### src/rtl/neighbor_table_update.sv
// Writer side of the neighbor / known-sink tables: dedups each beacon against the
// stored IDs, appends when new, and commits the count word last.
module neighbor_table_update #(
  parameter int MAX_NEIGHBORS = 64,
  parameter int MAX_SINKS     = 32
) (
  input  logic        clock,
  input  logic        nrst,
  input  logic        beacon_valid,
  output logic        beacon_ready,
  input  logic [15:0] beacon_neighbor_id,
  input  logic [15:0] beacon_cluster_id,
  input  logic        beacon_is_sink,
  input  logic [15:0] data_in,
  output logic [15:0] address,
  output logic        wr_en,
  output logic [15:0] data_out,
  output logic        done,
  output logic        overflow
);

  localparam logic [15:0] SINK_BASE = 16'h0008;
  localparam logic [15:0] NBR_BASE  = 16'h0048;
  localparam logic [15:0] CID_BASE  = 16'h00C8;
  localparam logic [15:0] SCNT_ADDR = 16'h0688;
  localparam logic [15:0] NCNT_ADDR = 16'h068A;
  localparam logic [15:0] NMAX      = 16'(MAX_NEIGHBORS);
  localparam logic [15:0] SMAX      = 16'(MAX_SINKS);

  typedef enum logic [3:0] {
    IDLE, RD_NCNT, N_SCAN, N_END, N_WCID, N_WCNT,
    S_START, RD_SCNT, S_SCAN, S_END, S_WCNT, DONE
  } state_t;

  state_t      state_q;
  logic [15:0] id_q, cid_q, cnt_q, k_q;
  logic        sink_q, new_q, drop_q;
  logic [15:0] address_q, data_out_q;
  logic        wr_en_q, ready_q, done_q, overflow_q;

  function automatic logic [15:0] waddr(input logic [15:0] base, input logic [15:0] idx);
    return base + (idx << 1);
  endfunction

  // data_in lags address by a cycle, so every read address is issued one state
  // ahead of the state that consumes it (scan entry k+1 is fetched while k is compared).
  always_ff @(posedge clock or negedge nrst) begin
    if (!nrst) begin
      state_q    <= IDLE;
      id_q       <= '0;
      cid_q      <= '0;
      cnt_q      <= '0;
      k_q        <= '0;
      sink_q     <= 1'b0;
      new_q      <= 1'b0;
      drop_q     <= 1'b0;
      address_q  <= NCNT_ADDR;
      data_out_q <= '0;
      wr_en_q    <= 1'b0;
      ready_q    <= 1'b1;
      done_q     <= 1'b0;
      overflow_q <= 1'b0;
    end else begin
      case (state_q)
        IDLE: if (beacon_valid && ready_q) begin
          id_q      <= beacon_neighbor_id;
          cid_q     <= beacon_cluster_id;
          sink_q    <= beacon_is_sink;
          ready_q   <= 1'b0;
          address_q <= NBR_BASE;
          state_q   <= RD_NCNT;
        end
        RD_NCNT: begin
          cnt_q <= data_in;
          k_q   <= '0;
          if (data_in == 16'd0) begin
            wr_en_q    <= (NMAX != 16'd0);
            address_q  <= NBR_BASE;
            data_out_q <= id_q;
            state_q    <= N_END;
          end else begin
            address_q <= waddr(NBR_BASE, 16'd1);
            state_q   <= N_SCAN;
          end
        end
        N_SCAN: begin
          if (data_in == id_q) begin
            new_q      <= 1'b0;
            wr_en_q    <= 1'b1;
            address_q  <= waddr(CID_BASE, k_q);
            data_out_q <= cid_q;
            state_q    <= N_WCID;
          end else if (k_q + 16'd1 == cnt_q) begin
            wr_en_q    <= (cnt_q != NMAX);
            address_q  <= waddr(NBR_BASE, cnt_q);
            data_out_q <= id_q;
            state_q    <= N_END;
          end else begin
            k_q       <= k_q + 16'd1;
            address_q <= waddr(NBR_BASE, k_q + 16'd2);
          end
        end
        N_END: begin
          if (cnt_q == NMAX) begin
            drop_q    <= 1'b1;
            wr_en_q   <= 1'b0;
            address_q <= SCNT_ADDR;
            state_q   <= S_START;
          end else begin
            new_q      <= 1'b1;
            wr_en_q    <= 1'b1;
            address_q  <= waddr(CID_BASE, cnt_q);
            data_out_q <= cid_q;
            state_q    <= N_WCID;
          end
        end
        N_WCID: begin
          if (new_q) begin
            wr_en_q    <= 1'b1;
            address_q  <= NCNT_ADDR;
            data_out_q <= cnt_q + 16'd1;
            state_q    <= N_WCNT;
          end else begin
            wr_en_q   <= 1'b0;
            address_q <= SCNT_ADDR;
            state_q   <= S_START;
          end
        end
        N_WCNT: begin
          wr_en_q   <= 1'b0;
          address_q <= SCNT_ADDR;
          state_q   <= S_START;
        end
        S_START: begin
          if (!sink_q) begin
            done_q     <= 1'b1;
            overflow_q <= drop_q;
            state_q    <= DONE;
          end else begin
            address_q <= SINK_BASE;
            state_q   <= RD_SCNT;
          end
        end
        RD_SCNT: begin
          cnt_q <= data_in;
          k_q   <= '0;
          if (data_in == 16'd0) begin
            wr_en_q    <= (SMAX != 16'd0);
            address_q  <= SINK_BASE;
            data_out_q <= id_q;
            state_q    <= S_END;
          end else begin
            address_q <= waddr(SINK_BASE, 16'd1);
            state_q   <= S_SCAN;
          end
        end
        S_SCAN: begin
          if (data_in == id_q) begin
            done_q     <= 1'b1;
            overflow_q <= drop_q;
            state_q    <= DONE;
          end else if (k_q + 16'd1 == cnt_q) begin
            wr_en_q    <= (cnt_q != SMAX);
            address_q  <= waddr(SINK_BASE, cnt_q);
            data_out_q <= id_q;
            state_q    <= S_END;
          end else begin
            k_q       <= k_q + 16'd1;
            address_q <= waddr(SINK_BASE, k_q + 16'd2);
          end
        end
        S_END: begin
          if (cnt_q == SMAX) begin
            drop_q     <= 1'b1;
            wr_en_q    <= 1'b0;
            done_q     <= 1'b1;
            overflow_q <= 1'b1;
            state_q    <= DONE;
          end else begin
            wr_en_q    <= 1'b1;
            address_q  <= SCNT_ADDR;
            data_out_q <= cnt_q + 16'd1;
            state_q    <= S_WCNT;
          end
        end
        S_WCNT: begin
          wr_en_q    <= 1'b0;
          done_q     <= 1'b1;
          overflow_q <= drop_q;
          state_q    <= DONE;
        end
        DONE: begin
          done_q     <= 1'b0;
          overflow_q <= 1'b0;
          drop_q     <= 1'b0;
          wr_en_q    <= 1'b0;
          ready_q    <= 1'b1;
          address_q  <= NCNT_ADDR;
          state_q    <= IDLE;
        end
        default: begin
          wr_en_q   <= 1'b0;
          ready_q   <= 1'b1;
          address_q <= NCNT_ADDR;
          state_q   <= IDLE;
        end
      endcase
    end
  end

  assign beacon_ready = ready_q;
  assign address      = address_q;
  assign wr_en        = wr_en_q;
  assign data_out     = data_out_q;
  assign done         = done_q;
  assign overflow     = overflow_q;

endmodule

### config.mk
export PLATFORM = sky130hd
export DESIGN_NAME = neighbor_table_update
export DESIGN_NICKNAME = d
export VERILOG_FILES = /design/src/rtl/neighbor_table_update.sv
export SDC_FILE = /design/constraint.sdc
export NUM_CORES = 1
export LEC_CHECK = 0
export CAP_MARGIN = 20
export CELL_PAD_IN_SITES_DETAIL_PLACEMENT = 1
export CELL_PAD_IN_SITES_GLOBAL_PLACEMENT = 1
export CORE_AREA = 2 2 196 150
export CTS_BUF_LIST = sky130_fd_sc_hd__clkbuf_16
export DETAILED_ROUTE_END_ITERATION = 10
export DIE_AREA = 0 0 198 152
export PLACE_DENSITY_LB_ADDON = 0.1
export SKIP_CTS_REPAIR_TIMING = 1
export SLEW_MARGIN = 30
export SYNTH_ARGS = -nofsm -noshare
export SYNTH_HDL_FRONTEND = slang
export SYNTH_SLANG_ARGS = --single-unit
### constraint.sdc
create_clock -name clock -period 7.2 [get_ports clock]
set_input_delay 1.8 -clock clock [delete_from_list [all_inputs] [get_ports clock]]
set_output_delay 1.8 -clock clock [all_outputs]
set_load 0.01 [all_outputs]
==> results.cfg, run 1 <==
[outcome]
status = finished, final reports clean

[sta]
tns_ns = 0
final_max_slew_viol_count = 0
max_freq_mhz = 183
final.min_clock_period_ns = 5.48
rsz0062_at_grt = false
timing.final.crit_share = 0.761
hold_violations = 0
tightest_slew_ns = 1.02
slew_headroom = 0.317
setup_viol = 0
setup_slack_ns = 1.72
fin_worst_skew_ns = 0.0103

[placement]
post-place-ws_ns = 1.53
portBuffers = 86
gp_congestion = 0.832
hpwlAfterDp_um = 24000

[synthesis]
synth.distinct_cells = 65
netlist_instances = 936
yosys_warnings = 0
synthFlopType = dfrtp_1
syn_area_um2 = 8040
async_flop_share = 1.00
synth_edf_count = 0
synth_seq_cells = 106
synth_top_area_frac = 0.311
avgSynthCellArea_um2 = 8.59
synth.area.top_cells = dfrtp_1 (31%), xnor2_1 (6.8%), xor2_1 (6.2%)
synth_nets = 996
synth.yosys.seq_area_share = 0.331
synth_commonest_cells = dfrtp_1 (100), nand2_1 (100), nor2_1 (72), xnor2_1 (62), xor2_1 (57)
synth_area_leader_cell = dfrtp_1

[drt]
wl_per_cell_um = 23.4
wl_um = 32100
viasPerCell = 5.44
drc = 0
drtAntennaViolNets = 0
drtIter0Drc = 614
via_count = 7472
drt_first_pass_iters = 5

[finish]
areaGrowthSynthToFinish_pct = 18.6
postLayoutCoreUtil = 0.335
drive_gt1_frac = 0.0917
final_nets = 1036
antennaDiodeCount = 0

[grt]
grt_overflow = 0
grt_max_degree = 61
grt_pass1_vias = 7736
track_usage = 0.219
antenna_found_initial = 0
grt_pass1_wl_um = 49600

[cts]
cts_root_buf = clkbuf_16
clk_pin_slew_ns = 0.08
clk_latency_ns = 0.37
cts_buffer_depth = 2
cts_max_level = 3
cts_tree = built
cts.sinks = 106
cts_buffers = 9

[setup_path]
startpoint = k_q[3]
cp-end-kind = register
r2r_start = k_q[3]
worst-setup-path-type = reg -> reg
worstPathRequired_ns = 7.49
arrival_ns = 5.77
crit_fanout = 22
critPathLaunchType = register

[floorplanning]
dieHeight_um = 152
dieWidth_um = 198
rows = 54
die_area_um2 = 30100
ios = 88
start_util = 0.283
coreArea_um2 = 28400

[min_path]
hp-class = reg -> reg
min_from = address[1]

[power_and_ir_drop]
p_leak_nw = 3.68
power_density_nw_per_um2 = 417
vdd_drop_max_v = 0.000166
power.total_mw = 3.98

[flow_run]
cap_violations = 0
==> through the flow <==
stage	hold slack, ns	area, µm²	std cells
after floorplan	0.481	8040	936
after global placement	0.466	9210	1356
after detailed placement	0.493	9240	1357
after CTS	0.510	9530	1373
after global routing	0.525	9540	1373
final	0.495	9540	1373
==> routing by layer <==
layer,up-vias,global-route usage,wire length [µm]
met5,-,0,0
met1,3809,0.340,16900
met3,19,0.0377,1410
met2,152,0.313,13400
met4,0,0.0448,355
li1,3492,-,-
==> critical path: stages, from the launching register on <==
cell and delay [ns]:
dfrtp_1 0.54, ha_1 0.42, nand4_1 0.44, nor3_1 0.45, o22ai_1 0.12, or4_1 0.51
or4_1 0.52, buf_4 0.29, mux2_4 0.26, ha_1 0.23, inv_1 0.10, nor3_1 0.64
nand2_1 0.14, xnor2_1 0.17, mux2i_1 0.13, nor2_1 0.06, o32a_1 0.36
==> logic make-up after synthesis <==
logic type	Yosys count	share of synthesized area
compound gates	232	0.198
xor+xnor	119	0.130
fa+ha+maj	8	0.0124
buf+inv	91	0.0502
flops	106	0.331
mux	65	0.0865
other cells	1	0.000466
simple gates	314	0.192
==> cells in the final DEF, fill, tap and decap left out, types with 32 or more instances in the layout <==
cell and count:
mux2_2 32, nor2_1 70, a21oi_1 43, dfrtp_1 100, nand2_1 100, mux2i_1 32
clkdlybuf4s50_1 85, o21ai_0 53, xnor2_1 62, xor2_1 57
==> state kept, by name, indices dropped and copies added (netlist names), 4 cells and up <==
name	cells
cid_q	16
cnt_q	16
data_out	16
id_q	16
k_q	16
address	15
state_q	4
==> area by class of cell <==
class                      instances  area [µm²]
multi-input combinational        739        5030
inverter                          17        63.8
fill                            3318       18900
clock buffer                       9         225
tap                              392         490
timing repair buffer             103        1010
clock inverter                     7        68.8
sequential                       106        2660
==> where the power goes <==
group | leakage, nW | internal, mW | switching, mW
Clock | 0.137 | 0.270 | 0.255
Sequential | 1.31 | 0.860 | 0.423
Combinational | 2.23 | 0.937 | 1.24
Total | 3.68 | 2.07 | 1.91
==> worst paths after layout <==
path                         endpoint  slack, ns  depth (start not counted)
setup / recovery           address[9]       1.72                         16
hold / removal             address[1]       0.50                          2
setup reg to reg           address[9]       1.72                         16
hold reg to reg            address[1]       0.50                          2
max in group asynchronous    id_q[11]       4.39                          2
min in group asynchronous      k_q[0]       1.48                          1
Note: power is estimated with default switching activity, not from simulation.
==> run 2: changes to the inputs <==
Clock period 7.2 ns to 5.6 ns, I/O delays scaled along.
==> results.cfg, run 2 (synthesized netlist as in run 1, its figures left out) <==
[grt]
track_usage = 0.219
grt_overflow = 0
antenna_found_initial = 0
grt_pass1_vias = 7524
grt_max_degree = 40
grt_pass1_wl_um = 49900

[sta]
fin_worst_skew_ns = 0.0136
final_max_slew_viol_count = 0
tightest_slew_ns = 1.03
max_freq_mhz = 192
final.min_clock_period_ns = 5.21
whs_ns = 0.487
hold_violations = 0
setup_slack_ns = 0.392
slew_headroom = 0.311
timing.final.crit_share = 0.930
rsz0062_at_grt = false
tns_ns = 0
setup_viol = 0

[min_path]
hp-class = reg -> reg

[setup_path]
worst-setup-path-type = reg -> reg
critPathLaunchType = register
cp-end-kind = register
arrival_ns = 5.46
worstPathRequired_ns = 5.86
crit_fanout = 11

[cts]
cts.sinks = 106
cts_buffers = 9
cts_tree = built
clk_latency_ns = 0.37
cts_max_level = 3
clk_pin_slew_ns = 0.08
cts_root_buf = clkbuf_16
cts_buffer_depth = 2

[placement]
post-place-ws_ns = 0.433
gp_congestion = 0.856
dp_cells = 1371
hpwlAfterDp_um = 24400
portBuffers = 86

[power_and_ir_drop]
p_leak_nw = 3.77
intPower_mw = 2.73
vdd_drop_max_v = 0.000244
swShare = 0.475
power_density_nw_per_um2 = 537
p_clk_frac = 0.132
power_frac_comb = 0.555
power_switching_mw = 2.47
seq_power_share = 0.314

[finish]
postLayoutCoreUtil = 0.340
drive_gt1_frac = 0.105
fillers = 3303
stdcell_count = 1388
areaGrowthSynthToFinish_pct = 20.2
antennaDiodeCount = 0
mostFrequentLayoutCells = nand2_1 (100), dfrtp_1 (100), clkdlybuf4s50_1 (85)
final_nets = 1051

[floorplanning]
die_area_um2 = 30100
start_util = 0.283
dieWidth_um = 198
rows = 54
coreArea_um2 = 28400
dieHeight_um = 152
ios = 88

[flow_run]
cap_violations = 0

[drt]
drtIter0Drc = 493
wl_per_cell_um = 23.2
wl_um = 32200
drtAntennaViolNets = 0
drc = 0
drt_first_pass_iters = 6
viasPerCell = 5.43
via_count = 7530

[outcome]
status = finished, final reports clean
-- run 2: critical path: stages, from the launching register on --
cell,delay [ns]
dfrtp_1,0.55
ha_1,0.42
nand4_1,0.41
nor3_1,0.44
o22ai_1,0.11
or4_1,0.51
or4_1,0.58
mux2_4,0.24
ha_1,0.21
inv_1,0.09
nor3_1,0.70
nand4b_1,0.21
xor2_1,0.19
mux2i_1,0.13
o21ai_0,0.09
a31o_2,0.22
-- run 2: final timing paths --
kind	from	end	slack, ns	cells after the start
worst max-delay path	k_q[3]	address[15]	0.39	15
worst min-delay path	address[4]	address[4]	0.49	2
worst max register to register	k_q[3]	address[15]	0.39	15
worst min register to register	address[4]	address[4]	0.49	2
max in group asynchronous	nrst	address[10]	3.60	2
min in group asynchronous	nrst	state_q[0]	1.04	1
-- run 2: per-layer routing --
| metal | global-route usage | part of all wire | vias to the layer above |
|---|---|---|---|
| met5 | 0 | 0 | - |
| met4 | 0.0354 | 0.0076 | 0 |
| met3 | 0.0373 | 0.048 | 16 |
| met2 | 0.311 | 0.42 | 174 |
| met1 | 0.345 | 0.52 | 3815 |
| li1 | - | - | 3525 |
-- run 2: per-stage QoR --
stage	area (µm²)	power (mW)
after floorplan	8040	3.28
after global placement	9340	4.52
after detailed placement	9340	4.51
after CTS	9640	5.23
after global routing	9670	5.60
final	9670	5.19
-- run 2: power by group through the flow --
stage          combinational, mW  sequential [mW]  clock, mW
6_report                    2.88             1.63      0.683
5_1_grt                     3.17             1.69      0.736
4_1_cts                     2.88             1.64      0.711
3_5_place_dp                2.86             1.65          0
3_3_place_gp                2.86             1.65          0
2_1_floorplan               1.91             1.37          0
-- run 2: layout make-up --
class / count / area (µm²) / share of cell area
multi-input cells: 739 / 5020 / 0.520
flip-flops and latches: 106 / 2660 / 0.275
repair buffers: 118 / 1130 / 0.117
well taps: 392 / 490 / 0.0507
clock buffers: 9 / 225 / 0.0233
clock inverters: 7 / 76.3 / 0.00789
inverters: 17 / 63.8 / 0.00660
